--- config.mk ---
export PLATFORM = sky130hd
export DESIGN_NAME = rtc_sync_ctrl
export DESIGN_NICKNAME = d
export VERILOG_FILES = /design/src/rtl/rtc_sync_ctrl.sv
export SDC_FILE = /design/constraint.sdc
export NUM_CORES = 1
export LEC_CHECK = 0
export CAP_MARGIN = 20
export CORE_UTILIZATION = 35
export DETAILED_ROUTE_END_ITERATION = 7
export GPL_TIMING_DRIVEN = 0
export PLACE_DENSITY_LB_ADDON = 0.2
export SLEW_MARGIN = 20
export SYNTH_ARGS = -nofsm -noshare
export SYNTH_HDL_FRONTEND = slang
export SYNTH_SLANG_ARGS = --single-unit
--- constraint.sdc ---
create_clock -name clk -period 2.6 [get_ports clk]
set_input_delay 0.26 -clock clk [delete_from_list [all_inputs] [get_ports clk]]
set_output_delay 0.26 -clock clk [all_outputs]
set_load 0.005 [all_outputs]
--- src/rtl/rtc_sync_ctrl.sv ---
// rtc_sync_ctrl
// PCF8563-class RTC controller sitting on the shared byte-wide I2C master
// (exec/done handshake). After power-up it checks the oscillator-stop flag,
// restores TIME_INI if the clock was lost, then re-reads the time fields
// every POLL_GAP cycles and publishes coherent masked-BCD snapshots. Runtime
// time-set is a req/ack handshake serviced only between read sweeps.
// Optional feature: define RTC_ALARM_EN to add alarm_time/alarm_hit.
module rtc_sync_ctrl #(
    parameter logic [47:0] TIME_INI   = 48'h18_03_19_09_30_00,
    parameter int          PWRUP_WAIT = 8000,
    parameter int          POLL_GAP   = 50000,
    parameter logic [7:0]  REG_BASE   = 8'h02
) (
    input  logic        clk,
    input  logic        rst_n,
    output logic        i2c_exec,
    output logic        i2c_rh_wl,
    output logic [15:0] i2c_addr,
    output logic [7:0]  i2c_data_w,
    input  logic [7:0]  i2c_data_r,
    input  logic        i2c_done,
    input  logic        set_req,
    input  logic [47:0] set_time,
    output logic        set_ack,
    output logic [47:0] rtc_time,
    output logic        time_valid,
    output logic        vl_flag,
`ifdef RTC_ALARM_EN
    input  logic [23:0] alarm_time,
    output logic        alarm_hit,
`endif
    output logic        busy
);

    localparam int WAIT_W = (PWRUP_WAIT < 1) ? 1 : $clog2(PWRUP_WAIT + 1);
    localparam int GAP_W  = (POLL_GAP < 1) ? 1 : $clog2(POLL_GAP + 1);
    localparam logic [WAIT_W-1:0] WAIT_LAST  = WAIT_W'(PWRUP_WAIT);
    localparam logic [GAP_W-1:0]  GAP_LAST   = GAP_W'(POLL_GAP);
    localparam logic [2:0]        LAST_FIELD = 3'd5;

    typedef enum logic [2:0] {
        ST_WAIT,
        ST_CHK,
        ST_WR,
        ST_RD,
        ST_GAP,
        ST_SET
    } state_t;

    state_t             state_q, state_d;
    logic               pend_q, pend_d;
    logic [2:0]         idx_q, idx_d;
    logic [WAIT_W-1:0]  wait_cnt_q, wait_cnt_d;
    logic [GAP_W-1:0]   gap_cnt_q, gap_cnt_d;
    logic [47:0]        wr_buf_q, wr_buf_d;
    logic [47:0]        shadow_q, shadow_d;
    logic [47:0]        rtc_time_q, rtc_time_d;
    logic               time_valid_q, time_valid_d;
    logic               vl_flag_q, vl_flag_d;
`ifdef RTC_ALARM_EN
    logic               alarm_hit_q, alarm_hit_d;
`endif

    logic [7:0]         field_off;
    logic [7:0]         field_mask;
    logic [7:0]         rd_byte;
    logic [7:0]         wr_byte;
    logic [47:0]        snap_next;
    logic               xfer;

    // Field decode: register offset (weekday skipped), BCD mask, and the byte to write.
    always_comb begin
        field_off = {5'b00000, idx_q};
        if (idx_q >= 3'd4) begin
            field_off = field_off + 8'd1;
        end
        case (idx_q)
            3'd0, 3'd1: field_mask = 8'h7F;
            3'd2, 3'd3: field_mask = 8'h3F;
            3'd4:       field_mask = 8'h1F;
            default:    field_mask = 8'hFF;
        endcase
        rd_byte   = i2c_data_r & field_mask;
        wr_byte   = wr_buf_q[{idx_q, 3'b000} +: 8];
        snap_next = {rd_byte, shadow_q[39:0]};
    end

    // Next-state logic: sweep sequencing, one transaction in flight at a time.
    always_comb begin
        state_d      = state_q;
        pend_d       = pend_q;
        idx_d        = idx_q;
        wait_cnt_d   = wait_cnt_q;
        gap_cnt_d    = gap_cnt_q;
        wr_buf_d     = wr_buf_q;
        shadow_d     = shadow_q;
        rtc_time_d   = rtc_time_q;
        time_valid_d = 1'b0;
        vl_flag_d    = vl_flag_q;
`ifdef RTC_ALARM_EN
        alarm_hit_d  = 1'b0;
`endif
        case (state_q)
            ST_WAIT: begin
                if (wait_cnt_q == WAIT_LAST) begin
                    wait_cnt_d = '0;
                    pend_d     = 1'b0;
                    idx_d      = 3'd0;
                    state_d    = ST_CHK;
                end else begin
                    wait_cnt_d = wait_cnt_q + 1'b1;
                end
            end
            ST_CHK: begin
                if (!pend_q) begin
                    pend_d = 1'b1;
                end else if (i2c_done) begin
                    pend_d = 1'b0;
                    idx_d  = 3'd0;
                    if (i2c_data_r[7]) begin
                        vl_flag_d = 1'b1;
                        wr_buf_d  = TIME_INI;
                        state_d   = ST_WR;
                    end else begin
                        state_d   = ST_RD;
                    end
                end
            end
            ST_WR: begin
                if (!pend_q) begin
                    pend_d = 1'b1;
                end else if (i2c_done) begin
                    pend_d = 1'b0;
                    if (idx_q == LAST_FIELD) begin
                        idx_d     = 3'd0;
                        vl_flag_d = 1'b0;
                        state_d   = ST_RD;
                    end else begin
                        idx_d = idx_q + 3'd1;
                    end
                end
            end
            ST_RD: begin
                if (!pend_q) begin
                    pend_d = 1'b1;
                end else if (i2c_done) begin
                    pend_d = 1'b0;
                    shadow_d[{idx_q, 3'b000} +: 8] = rd_byte;
                    if (idx_q == LAST_FIELD) begin
                        idx_d        = 3'd0;
                        rtc_time_d   = snap_next;
                        time_valid_d = 1'b1;
`ifdef RTC_ALARM_EN
                        alarm_hit_d  = (snap_next[23:0] == alarm_time) &&
                                       (rtc_time_q[23:0] != alarm_time);
`endif
                        gap_cnt_d    = '0;
                        state_d      = ST_GAP;
                    end else begin
                        idx_d = idx_q + 3'd1;
                    end
                end
            end
            ST_GAP: begin
                if (gap_cnt_q == GAP_LAST) begin
                    gap_cnt_d = '0;
                    idx_d     = 3'd0;
                    state_d   = set_req ? ST_SET : ST_RD;
                end else begin
                    gap_cnt_d = gap_cnt_q + 1'b1;
                end
            end
            ST_SET: begin
                wr_buf_d = set_time;
                idx_d    = 3'd0;
                pend_d   = 1'b0;
                state_d  = ST_WR;
            end
            default: begin
                state_d = ST_WAIT;
            end
        endcase
    end

    // Bus outputs derived from registered state so they stay put from exec to done.
    always_comb begin
        xfer       = (state_q == ST_CHK) || (state_q == ST_WR) || (state_q == ST_RD);
        i2c_exec   = xfer && !pend_q;
        i2c_rh_wl  = (state_q == ST_CHK) || (state_q == ST_RD);
        i2c_addr   = 16'h0000;
        i2c_data_w = 8'h00;
        if (xfer) begin
            i2c_addr = {8'h00, REG_BASE + field_off};
        end
        if (state_q == ST_WR) begin
            i2c_data_w = wr_byte;
        end
        busy    = xfer;
        set_ack = (state_q == ST_SET);
    end

    // State register; reset abandons any transaction in flight.
    always_ff @(posedge clk or negedge rst_n) begin
        if (!rst_n) begin
            state_q      <= ST_WAIT;
            pend_q       <= 1'b0;
            idx_q        <= 3'd0;
            wait_cnt_q   <= '0;
            gap_cnt_q    <= '0;
            wr_buf_q     <= '0;
            shadow_q     <= '0;
            rtc_time_q   <= '0;
            time_valid_q <= 1'b0;
            vl_flag_q    <= 1'b0;
`ifdef RTC_ALARM_EN
            alarm_hit_q  <= 1'b0;
`endif
        end else begin
            state_q      <= state_d;
            pend_q       <= pend_d;
            idx_q        <= idx_d;
            wait_cnt_q   <= wait_cnt_d;
            gap_cnt_q    <= gap_cnt_d;
            wr_buf_q     <= wr_buf_d;
            shadow_q     <= shadow_d;
            rtc_time_q   <= rtc_time_d;
            time_valid_q <= time_valid_d;
            vl_flag_q    <= vl_flag_d;
`ifdef RTC_ALARM_EN
            alarm_hit_q  <= alarm_hit_d;
`endif
        end
    end

    assign rtc_time   = rtc_time_q;
    assign time_valid = time_valid_q;
    assign vl_flag    = vl_flag_q;
`ifdef RTC_ALARM_EN
    assign alarm_hit  = alarm_hit_q;
`endif

endmodule
Yosys cells after proc, flatten, opt, wreduce, memory -nomap -nowiden
Cells that the tools add are included.
{ "word_totals": {"regBits": 182, "inputBits": 60, "output_inout_bits": 78, "elab_cells": 121} }
{ "op_classes": {"add_sub_neg": 6, "n_lt_le_gt_ge": 1, "eq_ne": 25, "n_shift": 3, "mux": 51, "bitwise_logic": 1, "reduce_logical": 24} }
{ "op_table": {"columns": ["op", "n"], "rows": [
  ["$mux W48", 3],
  ["$pmux W48 S2", 1],
  ["$mux W16", 4],
  ["$mux W3", 18],
  ["$bwmux W48", 1],
  ["$shift A8 B8 Y48 const A", 1],
  ["$shiftx A48 B7 Y8", 1],
  ["$shiftx A8 B8 Y48", 1],
  ["$pmux W16 S2", 1],
  ["$pmux W8 S3", 1],
  ["$ne A2 B2 Y1 const B", 11],
  ["$pmux W3 S6", 1],
  ["$add A16 B1 Y16 const B", 1],
  ["$eq A16 B16 Y1 const B", 1],
  ["$mux W8", 2],
  ["$pmux W3 S5", 1],
  ["$mux W1", 14],
  ["$reduce_and A7 Y1", 2],
  ["$add A13 B1 Y13 const B", 1],
  ["$eq A13 B13 Y1 const B", 1],
  ["$mux W13", 1],
  ["$eq A3 B2 Y1 const B", 4],
  ["$eq A3 B3 Y1 const B", 4],
  ["$reduce_and A4 Y1", 3],
  ["other kinds (23)", 32]
]} }

Logic depth before layout (Yosys ltp)
Gate-level depths: netlist of run 1.
{ "logic_depth": {"word_depth": 6, "depth_mapped": 9, "ltp_nobuf": 8} }

Least setup slack after synthesis of run 1
OpenSTA, ideal clock, no wires.
{ "synth_path": {"path_kind": "register -> register", "from": "register idx_q[0]", "to": "register shadow_q[32]", "setup_time_ns": 0.125, "arrival_time_ns": 2.457, "required_ns": 2.475, "slack_ns": 0.018, "stages_incl_launch_ff": 9, "n_path_buf": 1, "period_less_slack_ns": 2.582, "path_cell_list": "dfrtp_1 inv_1 clkbuf_1 ha_1 ha_1 nor2b_1 nand2_1 nor4_4 mux2_2"} }
{ "synth_via": {"elab_chain_len": 6, "elab_cells_between_ends": 13, "cone_classes": "1 x add/sub; 4 x eq/ne; 2 x shift; 2 x mux; 1 x bitwise; 3 x reduce/logical"} }
{ "synth_lines": {"columns": ["element", "line_no", "source"], "rows": [
  ["from (decl)", "52", "logic [2:0] idx_q, idx_d;"],
  ["from (signal assigned)", "221", "idx_q <= idx_d;"],
  ["$eq A3 B2 Y1, or another cell as far along", "77", "case (idx_q)"],
  ["$reduce_or A2 Y1", "77", null],
  ["$pmux W8 S3", "77", null],
  ["$and A8 B8 Y8", "83", "rd_byte = i2c_data_r & field_mask;"],
  ["$shiftx A8 B8 Y48", "148", "shadow_d[{idx_q, 3'b000} +: 8] = rd_byte;"],
  ["$bwmux W48 (*)", "148", null],
  ["to (signal assigned)", "225", "shadow_q <= shadow_d;"],
  ["to (decl)", "56", "logic [47:0] shadow_q, shadow_d;"]
]} }
Every way passes the cells marked *; elsewhere a longest branch is shown, timed or not.
A chain may end at the register's enable or synchronous reset.

Worst setup path after layout of run 1
{ "layout_path": {"from": "register idx_q[0]", "to": "output port i2c_addr[3]"} }
{ "layout_via": {"elab_chain_len": 4, "elab_cells_between_ends": 5, "cone_classes": "2 x add/sub; 1 x order compare; 2 x mux"} }
{ "layout_lines": {"columns": ["element", "line_no", "source"], "rows": [
  ["$add A3 B1 Y4 or $ge A3 B3 Y1 (tied branches)", "75, 74", null],
  ["$mux W4 (*)", "74", "if (idx_q >= 3'd4) begin"],
  ["$add A2 B8 Y8 (*)", "193", "i2c_addr = {8'h00, REG_BASE + field_off};"],
  ["$mux W8 (*)", "192", "if (xfer) begin"],
  ["to (decl)", "18", "output logic [15:0] i2c_addr,"]
]} }
Marks and branches as above.

==> results of run 1 <==
-- registers in the layout, summed over array words and instances, names as in the netlist --
register / count
gap_cnt_q: 16
idx_q: 3
pend_q: 1
rtc_time: 48
shadow_q: 40
state_q: 3
time_valid: 1
vl_flag: 1
wait_cnt_q: 13
wr_buf_q: 48
-- worst paths after layout --
path                                            end  slack, ns
max                                     i2c_addr[3]      -0.06
min                         wr_buf_q[0]$_DFFE_PN0P_       0.42
max reg2reg                shadow_q[29]$_DFFE_PN0P_       0.09
min reg2reg                shadow_q[11]$_DFFE_PN0P_       0.48
max in group asynchronous  rtc_time[10]$_DFFE_PN0P_       1.27
min in group clk            wr_buf_q[0]$_DFFE_PN0P_       0.44
-- layer usage --
layer / global-route usage, % / share of wire [%]
met2: 29.9 / 49
met3: 4.31 / 5.2
met4: 5.45 / 1.0
met1: 23.7 / 45
met5: 0 / 0
-- placed cells by master (no fill, tap or decap), types with 18 or more instances in the layout --
cell type          n
nand2_1           36
a22o_1            40
nor2_1            21
mux2_2           100
clkdlybuf4s50_1  120
buf_4             20
dfrtp_1          172
o21ai_0           19
clkbuf_16         18
-- kinds of logic after synthesis --
group / share of synthesized area, %
AO/OA/AOI/OAI: 12.0
XOR/XNOR: 1.24
adder cells (fa/ha/maj): 1.77
buffers and inverters: 3.55
flip-flops: 55.9
multiplexers: 15.4
other: 0.0482
AND/OR/NAND/NOR: 10.1
-- cell type report --
class                      instances  area (um2)  area share, %
buffer                            39         267           2.57
clock buffer                      17         425           4.10
clock inverter                    15         209           2.01
inverter                          17        72.6          0.699
multi-input combinational        404        3340           32.2
sequential                       174        4360           41.9
tap                              280         350           3.37
timing repair buffer             136        1370           13.1
-- critical path, cell delays in order, from the launching register on --
cell and delay (ns):
dfrtp_2 0.40, inv_4 0.07, clkbuf_16 0.17, ha_4 0.17, ha_4 0.16, nor2_4 0.11, mux2_4 0.34, ha_4 0.16
xor2_1 0.14, nor2_1 0.09, buf_2 0.15
-- what timing repair did --
item / in CTS / in global routing
resized for setup: 60 / 18
buffers inserted: 7 / 1
pin swaps: 2 / 2
endpoints found under the hold margin: 89 / 0
hold buffers: 1 / 0
endpoints found under the setup margin: 118 / 60
-- power groups by stage --
stage	Sequential (mW)	Clock (mW)	Combinational, mW
after floorplan	3.68	0	1.75
after global placement	3.80	0	2.55
after detailed placement	3.82	0	2.63
after CTS	3.76	2.70	2.87
after global routing	3.85	2.81	3.18
final	3.78	2.64	2.91
-- metrics by stage --
stage / std cells / hold WS [ns] / setup WS (ns) / util (%) / instance area, um2
floorplan: 638 / -0.0356 / 0.0180 / - / 7820
global placement: 1044 / 0.460 / -5.69 / 43.2 / 9430
detailed placement: 1045 / 0.327 / -0.907 / 43.4 / 9470
CTS: 1082 / 0.426 / -0.0756 / 47.4 / 10400
global route: 1082 / 0.431 / -0.131 / 47.6 / 10400
finish: 1082 / 0.419 / -0.0574 / 47.6 / 10400
==> reports/metrics.cfg, run 1 <==
[critical_path]
end_kind = output port
r2r_start = idx_q[0]$_DFFE_PN0P_
cp.arrival_ns = 2.40
path_max_fanout = 11
path_class = flop to output port
ff2ff_path_depth = 8
start_kind = flop
crit_start = idx_q[0]$_DFFE_PN0P_
cp.required_ns = 2.34

[power_and_ir_drop]
swShare_pct = 34.7
power.density_mw_per_mm2 = 898
power_leakage_nw = 4.68
comb_power_share_pct = 31.2
clkPwrFrac_pct = 28.3
vdd.ir_drop.worst_mv = 0.445
power.total_mw = 9.32
p_int_mw = 6.09
power_frac_seq_pct = 40.5
switchingPower_mw = 3.24

[drt]
wl_per_cell_um = 18.6
first_iter_violations = 247
drtPass1Iterations = 5
vias = 5652
viasPerCell = 5.22
wl_mm = 20.1
drtAntennaViolNets = 0
drcViolationCount = 0

[synthesis]
synth_top_cells_by_count = 174 x dfrtp_1, 101 x mux2_2, 40 x a22o_1
yosys.area.top_type = dfrtp_1
yosysSeqAreaShare_pct = 55.9
yosysMostFrequentCell = dfrtp_1
ys_warn_count = 0
ys_ff_latch = 174
synth_top_area_share_pct = 55.9
syn_area_mm2 = 0.00778
yosysUniqueCellTypes = 57
synth_cells = 628
async_flop_share_pct = 100
avgSynthCellArea_um2 = 12.4
synth_enable_flop_cells = 0
synth_flop_cell = dfrtp_1
ys_top_cells_by_area = dfrtp_1 56%, mux2_2 15%, a22o_1 4.5%, a221oi_1 1.8%, ha_1 1.8%

[timing]
fin_skew_ns = 0.0137
rsz0062_at_grt = yes
setup_viol = 8
setup-tns-final_ns = -0.168
max_freq_ghz = 0.376
layout_setup_ws_ns = -0.0574
timing.final.crit_period_ns = 2.66
hold_violations = 0
report.final.slew_viol_count = 0
slew_headroom_pct = 41.9
max_slew.worst_pin.slew_ns = 0.865
period_share_pct = 102

[placed_design]
hpwl_mm = 14.1
port_buffers = 126
gp_congestion = 0.831

[clock_tree]
clk_pin_slew_ns = 0.08
tritoncts = yes
htreeDepth = 4
cts_inserted_buffers = 17
cts.sinks = 174
clock_latency_ns = 0.44
clockRootBuffer = clkbuf_16
cts_buffer_depth = 2

[run]
drv_cap = 0

[floorplanning]
num_io_pins = 138
core_area_mm2 = 0.0218
dieArea_mm2 = 0.0228
die_w_um = 151
placementRows = 54
start_util_pct = 35.7
die_h_um = 151

[cells_and_area]
antenna_cells = 0
final_nets = 860
area.growth.synth_to_final_pct = 33.4
layout-drive-gt1-share_pct = 26.6
fill_cells = 1926

[grt]
grt_usage_pct = 18.2
antenna_found_initial = 0
grt_max_degree = 91
grt_pass1_wl_mm = 31.4
grt_pass1_vias = 5837
grt_overflow = 0

[status]
status = complete, but fails checks
violations = setup timing

[min_path]
hp-class = primary input to async pin

(Power assumes the default switching activity.)
==> run 2, diff against run 1 <==
--- a/config.mk
+++ b/config.mk
@@ -9,8 +9,7 @@
 export CORE_UTILIZATION = 35
 export DETAILED_ROUTE_END_ITERATION = 7
 export GPL_TIMING_DRIVEN = 0
-export PLACE_DENSITY_LB_ADDON = 0.2
-export SLEW_MARGIN = 20
+export SLEW_MARGIN = 30
 export SYNTH_ARGS = -nofsm -noshare
 export SYNTH_HDL_FRONTEND = slang
 export SYNTH_SLANG_ARGS = --single-unit
==> run 2 against run 1 <==
  * The run still ends with setup timing left
  * Global-route usage grew 0.096 points
  * Critical path depth is the same
  * Final cell count grew 1.7%
  * Sequential cell count is the same
  * Worst setup slack gained 0.0010 ns
  * Final area grew 1.3%
  * Clock-buffer cell count is the same
  * Register-to-register slack gained 0.02 ns
  * Maximum frequency is essentially flat
  * Critical endpoint unchanged
  * Largest power group unchanged
==> reports/metrics.cfg, run 2 (synthesis gave the netlist of run 1 again) <==
[status]
status = complete, but fails checks
violations = setup timing

[power_and_ir_drop]
vdd.ir_drop.worst_mv = 0.514  ; +16%
power.density_mw_per_mm2 = 885  ; -1.5%
power_leakage_nw = 4.79  ; +2.4%

[placed_design]
gp_congestion = 0.819  ; -1.5%
dp_slack_ns = -0.934  ; -0.0262 ns
hpwl_mm = 13.6  ; -3.0%
placedCellCount = 1046  ; +0.096%
port_buffers = 126  ; unchanged

[drt]
wl_per_cell_um = 18.1  ; -2.3%
wl_mm = 20.0  ; -0.70%
drtAntennaViolNets = 0  ; unchanged
drtPass1Iterations = 5  ; unchanged
drcViolationCount = 0  ; unchanged
viasPerCell = 5.16  ; -1.2%
vias = 5679  ; +0.48%
first_iter_violations = 339  ; +37%

[timing]
fin_skew_ns = 0.0112  ; -0.00251 ns
setup_viol = 1  ; -7
timing.final.crit_period_ns = 2.66  ; -0.00103 ns
period_share_pct = 102  ; about the same
max_freq_ghz = 0.376  ; about the same
max_slew.worst_pin.slew_ns = 0.924  ; +0.0584 ns
hold_violations = 0  ; unchanged
slew_headroom_pct = 37.8  ; -4.1 points
rsz0062_at_grt = yes
report.final.slew_viol_count = 0  ; unchanged
holdWs_ns = 0.324  ; -0.0947 ns
layout_setup_ws_ns = -0.0564  ; +0.00103 ns

[floorplanning]
die_w_um = 151  ; unchanged
core_area_mm2 = 0.0218  ; unchanged
die_h_um = 151  ; unchanged
num_io_pins = 138  ; unchanged
dieArea_mm2 = 0.0228  ; unchanged
placementRows = 54  ; unchanged
start_util_pct = 35.7  ; unchanged

[cells_and_area]
final_nets = 878  ; +2.1%
final_cells = 1100  ; +1.7%
mostFrequentLayoutCells = 172 x dfrtp_1, 118 x clkdlybuf4s50_1, 100 x mux2_2
area.growth.synth_to_final_pct = 35.2
mostFrequentLayoutCell = dfrtp_1
antenna_cells = 0  ; unchanged
layout-drive-gt1-share_pct = 28.7  ; +2.1 points
fill_cells = 1955  ; +1.5%

[min_path]
hp-class = primary input to async pin

[grt]
grt_overflow = 0  ; unchanged
grt_pass1_wl_mm = 31.4  ; unchanged
grt_max_degree = 74  ; -19%
grt_usage_pct = 18.3  ; +0.096 points
antenna_found_initial = 0  ; unchanged
grt_pass1_vias = 5528  ; -5.3%

[critical_path]
start_kind = flop
cp.arrival_ns = 2.40  ; about the same
path_max_fanout = 7  ; -4
cp.required_ns = 2.34  ; about the same
reg2reg_slack_ns = 0.11  ; +0.02 ns
end_kind = output port
path_class = flop to output port

[clock_tree]
cts_buffer_depth = 2  ; unchanged
cts.sinks = 174  ; unchanged
cts_inserted_buffers = 17  ; unchanged
htreeDepth = 4  ; unchanged
clock_latency_ns = 0.43  ; about the same
clockRootBuffer = clkbuf_16
tritoncts = yes
clk_pin_slew_ns = 0.07  ; about the same

[run]
drv_cap = 0  ; unchanged

## run 2: cell count changes in the layout (fill, tap and decap cells not counted), sizes merged, moves of 2 or more
cell	previous run	this run
buf	34	54
clkinv	8	3
clkinvlp	1	5
clkbuf	36	34
clkdlybuf4s50	120	118
## run 2: cell type report
class | count | area (um2) | area share (%)
plain buffers | 39 | 253 | 2.40
multi-input cells | 404 | 3360 | 31.9
well taps | 280 | 350 | 3.33
inverters | 17 | 76.3 | 0.725
repair buffers | 154 | 1530 | 14.6
clock inverters | 15 | 164 | 1.56
clock buffers | 17 | 425 | 4.04
flip-flops and latches | 174 | 4360 | 41.4
## run 2: stage by stage
| stage | util [%] | total power [mW] | cell area, um2 | TNS [ns] |
|---|---|---|---|---|
| detailed placement | 43.5 | 6.44 | 9500 | -64.15 |
| floorplan | - | 5.43 | 7820 | 0 |
| global placement | 43.2 | 6.39 | 9430 | -1135.33 |
| CTS | 47.6 | 9.26 | 10400 | -0.279 |
| global route | 48.2 | 9.87 | 10500 | -0.465 |
| finish | 48.2 | 9.31 | 10500 | -0.0564 |
## run 2: what timing repair did
action | 4_1_cts | 5_1_grt
endpoints found under the hold margin | 48 | 0
endpoints found under the setup margin | 118 | 97
setup buffers | 12 | 13
hold buffers | 1 | 0
resized for setup | 66 | 22
pin swaps | 5 | 10
## run 2: layer usage
layer | share of wire, % | vias to the layer above | GRT usage, %
li1 | - | 2660 | -
met1 | 47 | 2852 | 26.2
met2 | 47 | 150 | 28.3
met3 | 5.4 | 17 | 3.31
met4 | 1.1 | 0 | 4.95
met5 | 0 | - | 0
## run 2: critical path, stage by stage, from the launching register on
cell and delay [ns]:
dfrtp_2 0.40, clkinv_4 0.10, buf_12 0.15, ha_4 0.16
ha_4 0.17, nor2_4 0.09, mux2_4 0.32, ha_4 0.16
xor2_1 0.15, nor2_1 0.11, buf_2 0.15
## run 2: final timing paths
path                                              start                  endpoint  depth (start not counted)
worst min-delay path                              rst_n  wr_buf_q[36]$_DFFE_PN0P_                          2
min in group clk                           set_time[16]  wr_buf_q[16]$_DFFE_PN0P_                          2
worst max-delay path               idx_q[1]$_DFFE_PN0P_               i2c_addr[3]                         10
max in group asynchronous                         rst_n  shadow_q[38]$_DFFE_PN0P_                          3
worst max register to register     idx_q[1]$_DFFE_PN0P_  shadow_q[35]$_DFFE_PN0P_                         10
worst min register to register  shadow_q[7]$_DFFE_PN0P_   shadow_q[7]$_DFFE_PN0P_                          1
## run 2: where the power goes
part	leakage [nW]	switching [mW]	internal (mW)
Combinational	2.20	1.49	1.48
Sequential	2.31	0.453	3.33
Clock	0.280	1.19	1.37
